--- src/rtl/ctrl_pkg.sv ---
// Shared encodings for the control sequencer: states, opcodes, jump
// conditions, ALU codes and small opcode-class helpers.
package ctrl_pkg;

  typedef enum logic [2:0] {
    ST_IDLE      = 3'd0,
    ST_FETCH     = 3'd1,
    ST_DECODE    = 3'd2,
    ST_EXECUTE   = 3'd3,
    ST_INCREMENT = 3'd4,
    ST_HALTED    = 3'd5
  } state_e;

  localparam logic [3:0] OP_LOAD   = 4'b0000;
  localparam logic [3:0] OP_AND    = 4'b0001;
  localparam logic [3:0] OP_ADD    = 4'b0100;
  localparam logic [3:0] OP_SUB    = 4'b0110;
  localparam logic [3:0] OP_JUMP   = 4'b1000;
  localparam logic [3:0] OP_JCOND  = 4'b1001;
  localparam logic [3:0] OP_INPUT  = 4'b1010;
  localparam logic [3:0] OP_OUTPUT = 4'b1110;
  localparam logic [3:0] OP_HALT   = 4'b1111;

  localparam logic [1:0] COND_Z  = 2'b00;
  localparam logic [1:0] COND_NZ = 2'b01;
  localparam logic [1:0] COND_C  = 2'b10;
  localparam logic [1:0] COND_NC = 2'b11;

  localparam logic [4:0] ALU_ADD  = 5'b00000;
  localparam logic [4:0] ALU_AND  = 5'b00001;
  localparam logic [4:0] ALU_OUT  = 5'b00010;
  localparam logic [4:0] ALU_PASS = 5'b00011;
  localparam logic [4:0] ALU_SUB  = 5'b01100;
  localparam logic [4:0] ALU_INC  = 5'b10100;
  localparam logic [4:0] ALU_NONE = 5'b00000;

  // Opcodes that perform a memory transfer in EXECUTE
  function automatic logic is_mem_op(input logic [3:0] op);
    return (op == OP_LOAD) || (op == OP_AND) || (op == OP_ADD) ||
           (op == OP_SUB) || (op == OP_INPUT) || (op == OP_OUTPUT);
  endfunction

  // Opcodes that write the accumulator
  function automatic logic is_acc_op(input logic [3:0] op);
    return (op == OP_LOAD) || (op == OP_AND) || (op == OP_ADD) ||
           (op == OP_SUB) || (op == OP_INPUT);
  endfunction

  // Opcodes whose ALU result updates carry/zero
  function automatic logic is_flag_op(input logic [3:0] op);
    return (op == OP_AND) || (op == OP_ADD) || (op == OP_SUB);
  endfunction

endpackage

--- src/rtl/ctrl_flags.sv ---
// Carry/zero flag registers with load enable and synchronous clear.
module ctrl_flags (
  input  logic clk,
  input  logic clr_i,
  input  logic ld_i,
  input  logic carry_i,
  input  logic zero_i,
  output logic carry_o,
  output logic zero_o
);

  logic carry_q;
  logic zero_q;

  // Capture ALU flags only when the sequencer says the result is valid
  always_ff @(posedge clk) begin
    if (clr_i) begin
      carry_q <= 1'b0;
      zero_q  <= 1'b0;
    end else if (ld_i) begin
      carry_q <= carry_i;
      zero_q  <= zero_i;
    end
  end

  assign carry_o = carry_q;
  assign zero_o  = zero_q;

endmodule

--- src/rtl/ctrl_sequencer.sv ---
// Accumulator-processor control sequencer: fetch/decode/execute/increment
// with memory handshake, HALT/run-resume and a retired-instruction counter.
//
// state      | meaning
// IDLE      0 | after clear, goes straight to FETCH
// FETCH     1 | memory read of next instruction, IR loads on ack
// DECODE    2 | opcode strobes presented, no side effects
// EXECUTE   3 | memory op waits for ack; jumps load PC here
// INCREMENT 4 | PC steps, instruction retires
// HALTED    5 | all strobes off until run
module ctrl_sequencer
  import ctrl_pkg::*;
#(
  parameter int IR_W    = 8,
  parameter int USE_ACK = 1,
  parameter int RET_W   = 16
) (
  input  logic             clk,
  input  logic             clr,
  input  logic [IR_W-1:0]  ir,
  input  logic             carry,
  input  logic             zero,
  input  logic             mem_ack,
  input  logic             run,
  output logic             rw,
  output logic [4:0]       alu,
  output logic             muxa,
  output logic             muxb,
  output logic             muxc,
  output logic             en_ir,
  output logic             en_da,
  output logic             en_pc,
  output logic             mem_req,
  output logic             halted,
  output logic [2:0]       state_o,
  output logic [RET_W-1:0] ret_cnt
);

  state_e           state_q, state_d;
  logic [RET_W-1:0] ret_q;
  logic [3:0]       op;
  logic [1:0]       cond;
  logic             ack;
  logic             carry_reg, zero_reg;
  logic             cond_true, jump_taken, flag_ld, retire;
  logic [4:0]       alu_dec;
  logic             unused_ir;

  assign op        = ir[IR_W-1 -: 4];
  assign cond      = ir[IR_W-5 -: 2];
  assign unused_ir = ^ir[IR_W-7:0];
  assign ack       = (USE_ACK != 0) ? mem_ack : 1'b1;

  // Jump condition evaluated against the registered flags
  always_comb begin
    cond_true = 1'b0;
    case (cond)
      COND_Z:  cond_true = zero_reg;
      COND_NZ: cond_true = ~zero_reg;
      COND_C:  cond_true = carry_reg;
      default: cond_true = ~carry_reg;
    endcase
  end

  assign jump_taken = (op == OP_JUMP) || ((op == OP_JCOND) && cond_true);

  // Opcode to ALU operation for DECODE/EXECUTE
  always_comb begin
    alu_dec = ALU_NONE;
    case (op)
      OP_ADD:                               alu_dec = ALU_ADD;
      OP_AND:                               alu_dec = ALU_AND;
      OP_OUTPUT:                            alu_dec = ALU_OUT;
      OP_LOAD, OP_INPUT, OP_JUMP, OP_JCOND: alu_dec = ALU_PASS;
      OP_SUB:                               alu_dec = ALU_SUB;
      default:                              alu_dec = ALU_NONE;
    endcase
  end

  assign flag_ld = (state_q == ST_EXECUTE) && is_flag_op(op) && ack;
  assign retire  = (state_q == ST_INCREMENT) ||
                   ((state_q == ST_EXECUTE) && jump_taken);

  ctrl_flags u_flags (
    .clk     (clk),
    .clr_i   (clr),
    .ld_i    (flag_ld),
    .carry_i (carry),
    .zero_i  (zero),
    .carry_o (carry_reg),
    .zero_o  (zero_reg)
  );

  // State register
  always_ff @(posedge clk) begin
    if (clr) state_q <= ST_IDLE;
    else     state_q <= state_d;
  end

  // Next-state logic; unused encodings fall back to IDLE
  always_comb begin
    state_d = ST_IDLE;
    case (state_q)
      ST_IDLE:      state_d = ST_FETCH;
      ST_FETCH:     state_d = ack ? ST_DECODE : ST_FETCH;
      ST_DECODE:    state_d = ST_EXECUTE;
      ST_EXECUTE: begin
        if (op == OP_HALT)   state_d = ST_HALTED;
        else if (is_mem_op(op)) state_d = ack ? ST_INCREMENT : ST_EXECUTE;
        else if (jump_taken) state_d = ST_FETCH;
        else                 state_d = ST_INCREMENT;
      end
      ST_INCREMENT: state_d = ST_FETCH;
      ST_HALTED:    state_d = run ? ST_INCREMENT : ST_HALTED;
      default:      state_d = ST_IDLE;
    endcase
  end

  // Datapath strobes decoded from state, opcode and handshake
  always_comb begin
    rw      = 1'b0;
    alu     = ALU_NONE;
    muxa    = 1'b0;
    muxb    = 1'b0;
    muxc    = 1'b0;
    en_ir   = 1'b0;
    en_da   = 1'b0;
    en_pc   = 1'b0;
    mem_req = 1'b0;
    halted  = 1'b0;
    case (state_q)
      ST_FETCH: begin
        mem_req = 1'b1;
        en_ir   = ack;
      end
      ST_DECODE, ST_EXECUTE: begin
        alu  = alu_dec;
        muxb = (op == OP_LOAD) || (op == OP_ADD) || (op == OP_AND) || (op == OP_SUB);
        muxc = (op == OP_INPUT) || (op == OP_OUTPUT);
        if (state_q == ST_EXECUTE) begin
          mem_req = is_mem_op(op);
          rw      = (op == OP_OUTPUT);
          en_da   = is_acc_op(op) && ack;
          en_pc   = jump_taken;
        end
      end
      ST_INCREMENT: begin
        alu   = ALU_INC;
        muxa  = 1'b1;
        en_pc = 1'b1;
      end
      ST_HALTED: halted = 1'b1;
      default: ;
    endcase
  end

  // Retired-instruction counter, wraps naturally
  always_ff @(posedge clk) begin
    if (clr)         ret_q <= '0;
    else if (retire) ret_q <= ret_q + RET_W'(1);
  end

  assign state_o = state_q;
  assign ret_cnt = ret_q;

endmodule
--- config.mk ---
export PLATFORM = sky130hd
export DESIGN_NAME = ctrl_sequencer
export DESIGN_NICKNAME = d
export VERILOG_FILES = /design/src/rtl/ctrl_pkg.sv /design/src/rtl/ctrl_flags.sv /design/src/rtl/ctrl_sequencer.sv
export SDC_FILE = /design/constraint.sdc
export NUM_CORES = 1
export LEC_CHECK = 0
export CAP_MARGIN = 20
export CORE_ASPECT_RATIO = 0.7
export CORE_MARGIN = 2
export CORE_UTILIZATION = 43
export CTS_CLUSTER_DIAMETER = 60
export DETAILED_ROUTE_END_ITERATION = 10
export PLACE_DENSITY_LB_ADDON = 0.05
export SYNTH_ARGS = -nofsm -noshare
export SYNTH_HDL_FRONTEND = slang
export SYNTH_SLANG_ARGS = --single-unit
--- constraint.sdc ---
create_clock -name clk -period 4 [get_ports clk]
set_input_delay 1 -clock clk [delete_from_list [all_inputs] [get_ports clk]]
set_output_delay 1 -clock clk [all_outputs]
set_load 0.02 [all_outputs]
==> metrics.md <==
| Metric | Value |
|---|---|
| Asr flop ratio synth | `0` |
| Worst-path cell chain | `clkdlybuf4s50_1, mux2_2, o21a_1, a21oi_1, clkdlybuf4s50_1` |
| Die area | `3496 um2` |
| CTS Hold Bufs | `0` |
| DRC violation count after routing | `0` |
| Routed WL | `3348 um` |
| Worst slack, placed | `0.1261 ns` |
| Worst Path Buf+Inv | `2` |
| Startpoint Class | `primary input` |
| Fill count | `252` |
| Skew final | `0.003125 ns` |
| Register area share after synthesis | `0.3225` |
| Met1 layer usage reported by global route | `0.2763` |
| Global route hottest layer | `met2` |
| Most frequent cell on the critical path | `clkdlybuf4s50_1` |
| Setup Crit Path Kind | `in2out` |
| Slew Limit Fails | `0` |
| Tot GR Track Use | `0.1964` |
| Largest net degree at the start of global routing | `26` |
| Most common cell after layout, fill and taps aside | `clkdlybuf4s50_1` |
| Synth-to-Final Area Change | `40.40%` |
| Post_cts resized | `0` |
| Global Route met2 Usage | `0.3000` |
| # setup viols final | `0` |
| Fin util | `0.6439` |
| Slew @ Worst Pin | `0.7988 ns` |
| Setup crit end kind | `output pin` |
| Cells on Worst Hold Path | `2` |
| Fin crit period | `around 4 ns` |
| Share of the synthesized area in the top cell type | `0.3225` |
| HP Start | `ret_cnt[13]` |
| Worst vdd ir | `0.1351 mV` |
| Worst slew margin | `0.4658` |
| I/O pins | `47` |
| Total Nets Final | `around 230` |
| Most frequent cells in the layout | `clkdlybuf4s50_1 (44), dfxtp_1 (21), nor2_1 (19), a21oi_1 (15), nand2_1 (11)` |
| Cell area after synthesis | `1304 um2` |
| EDFF count, synth | `0` |
| Worst reg-to-reg path cell count | `6` |
| Final setup margin | `0.1046 ns` |
| Critical R2R Capture | `ret_cnt[15]` |
| Die Wd | `69.82 um` |
| Fin. Hold Viols | `0` |
| Antenna-violating nets left | `0` |
| Crit path largest cell delay | `slightly above 0.6 ns` |
| CP top delay family | `buffers and inverters` |
| Clock sink count | `21` |
| Initial Util | `0.4586` |
| Final non-filler cell total | `248` |
| H-tree levels | `1` |
| Clk slew on worst S/H paths | `0.07 ns` |
| Vias per Instance | `around 5.6` |
| Status | `finished, final reports clean` |
| Worst-Skew Late Latency | `0.26 ns` |
| Max clock buf depth | `2` |
| Setup TNS | `0 ns` |
| PortBufs | `44` |
| GRT overflow | `0` |
| Crit-path slowest cell | `clkdlybuf4s50_1` |
| Ranking of synthesized cells by area | `dfxtp_1 (32%), a21oi_1 (5.8%), nor2_1 (5.5%)` |
| Die H | `roughly 50 um` |
| Met3 Usage GRT | `0.05521` |
| PwrDens | `around 240 nW/um2` |
| Total CTS buffers | `3` |
| Yosys warns | `0` |
| RSZ-0062 raised after global routing | `no` |
| Initial antenna violation count | `0` |
| Top FF cell, synth | `dfxtp_1` |
| Hold/Removal Path Class | `reg2reg` |
| Worst EP arrival | `a little under 3 ns` |
| Synth Instances | `168` |
| Synth Net Count | `~180` |
| Unique cell type count in the Yosys netlist | `37` |
| CP Max Fanout | `9` |
| Average routed wire per standard cell | `13.50 um` |
| Finished Cell Area | `~1800 um2` |
| Vias in the first global route | `1238` |
| Max Cap Viol | `0` |
| Fin crit share | `0.9739` |
| Seq cells post-synth | `21` |
| Row count | `16` |
| Total power | `0.4346 mW` |
| Diodes inserted | `0` |
| Critical path required time | `3.00 ns` |
| Dpl hpwl | `2495 um` |
| Min Hold Slack | `approximately 0.5 ns` |
| R2R Setup Slk | `1.77 ns` |
| Leading area contributor after synthesis | `dfxtp_1` |
| Area after DPL | `1785 um2` |
| Vias | `1395` |
| Layout cells sized above 1 | `0.07075` |
| Postcts setup bufs | `0` |
| Hold endpoint | `ret_cnt[13]` |
| Synth Area per Inst | `a little under 8 um2` |
| Root buffer cell | `clkbuf_8` |
| Reg-to-Reg Start | `state_o[0]` |
| Drt pass-1 iters | `4` |
| Leak | `0.6300 nW` |
| Max frequency | `256.7 MHz` |
| Core area | `between 2000 and 3000 um2` |
| GP Congestion | `0.8961` |
| Placed insts | `about 240` |
| First-pass GRT wire length | `5554 um` |
| Iter 0 DRT Violations | `93` |
| CTS tree | `yes` |
==> logic make-up (layout without fill, tap and decap cells) <==
logic type,Yosys count,after routing,synth area share
DFF,21,21,0.3225
and+or+nand+nor,80,80,0.3349
xor gates and xnor gates,3,3,0.02016
adders and majority gates,1,1,0.009595
AOI/OAI and AO/OA,39,39,0.1871
buffers and inverters,15,59,0.05470
muxes,9,9,0.07102
==> worst register-to-register path, stage by stage, from the launching register on <==
cell and delay [ns]:
dfxtp_1 0.54, and3b_1 0.31, nand2_1 0.09, o22a_4 0.20, buf_4 0.21, nor4b_1 0.43
mux2_1 0.36
==> flip-flops by register name, summed over array words and instances (netlist names) <==
name,count
u_flags.carry_o,1
u_flags.zero_o,1
ret_cnt,16
state_o,3
==> synthesized netlist by cell type (all sizes together) (5+ instances only) <==
cell type  number
dfxtp          21
nor2           19
a21oi          15
nand2          11
nand3          10
o21ai          10
o31ai           9
or4             8
buf             7
mux2i           7
nand2b          5
nor3            5
==> layout make-up <==
type / instances / area, um2 / area share
multi-input combinational: 132 / 812.0 / 0.4436
timing repair buffer: 51 / 493.0 / 0.2693
sequential: 21 / 420.4 / 0.2297
clock buffer: 4 / 45.04 / 0.02461
tap: 36 / 45.04 / 0.02461
inverter: 4 / 15.01 / 0.008202
==> worst max-delay path by stage <==
| stage | cells past startpoint | to | slack, ns | start |
|---|---|---|---|---|
| 6_report | 5 | mem_req | 0.10 | ir[5] |
| 3_5_place_dp | 5 | mem_req | 0.13 | ir[5] |
| 3_3_place_gp | 5 | mem_req | 0.14 | ir[5] |
| 2_1_floorplan | 6 | en_pc | 0.81 | ir[3] |
| 4_1_cts | 5 | mem_req | 0.11 | ir[5] |
| 5_1_grt | 5 | mem_req | 0.007 | ir[5] |
==> report_power, final <==
group / leakage, nW / internal [mW] / switching (mW) / total (mW)
clock network: 0.0228 / 0.0709 / 0.0668 / 0.138
logic: 0.438 / 0.0387 / 0.0400 / 0.0787
registers: 0.170 / 0.211 / 0.00662 / 0.218
==> layer usage <==
metal  share of wire  vias up  wire [um]
met1            0.50      642       1668
li1                -      702          -
met2            0.42       49       1422
met4          0.0039        0         13
met3           0.073        2        243
met5               0        -          0
Power figures use the tool's default switching activity.
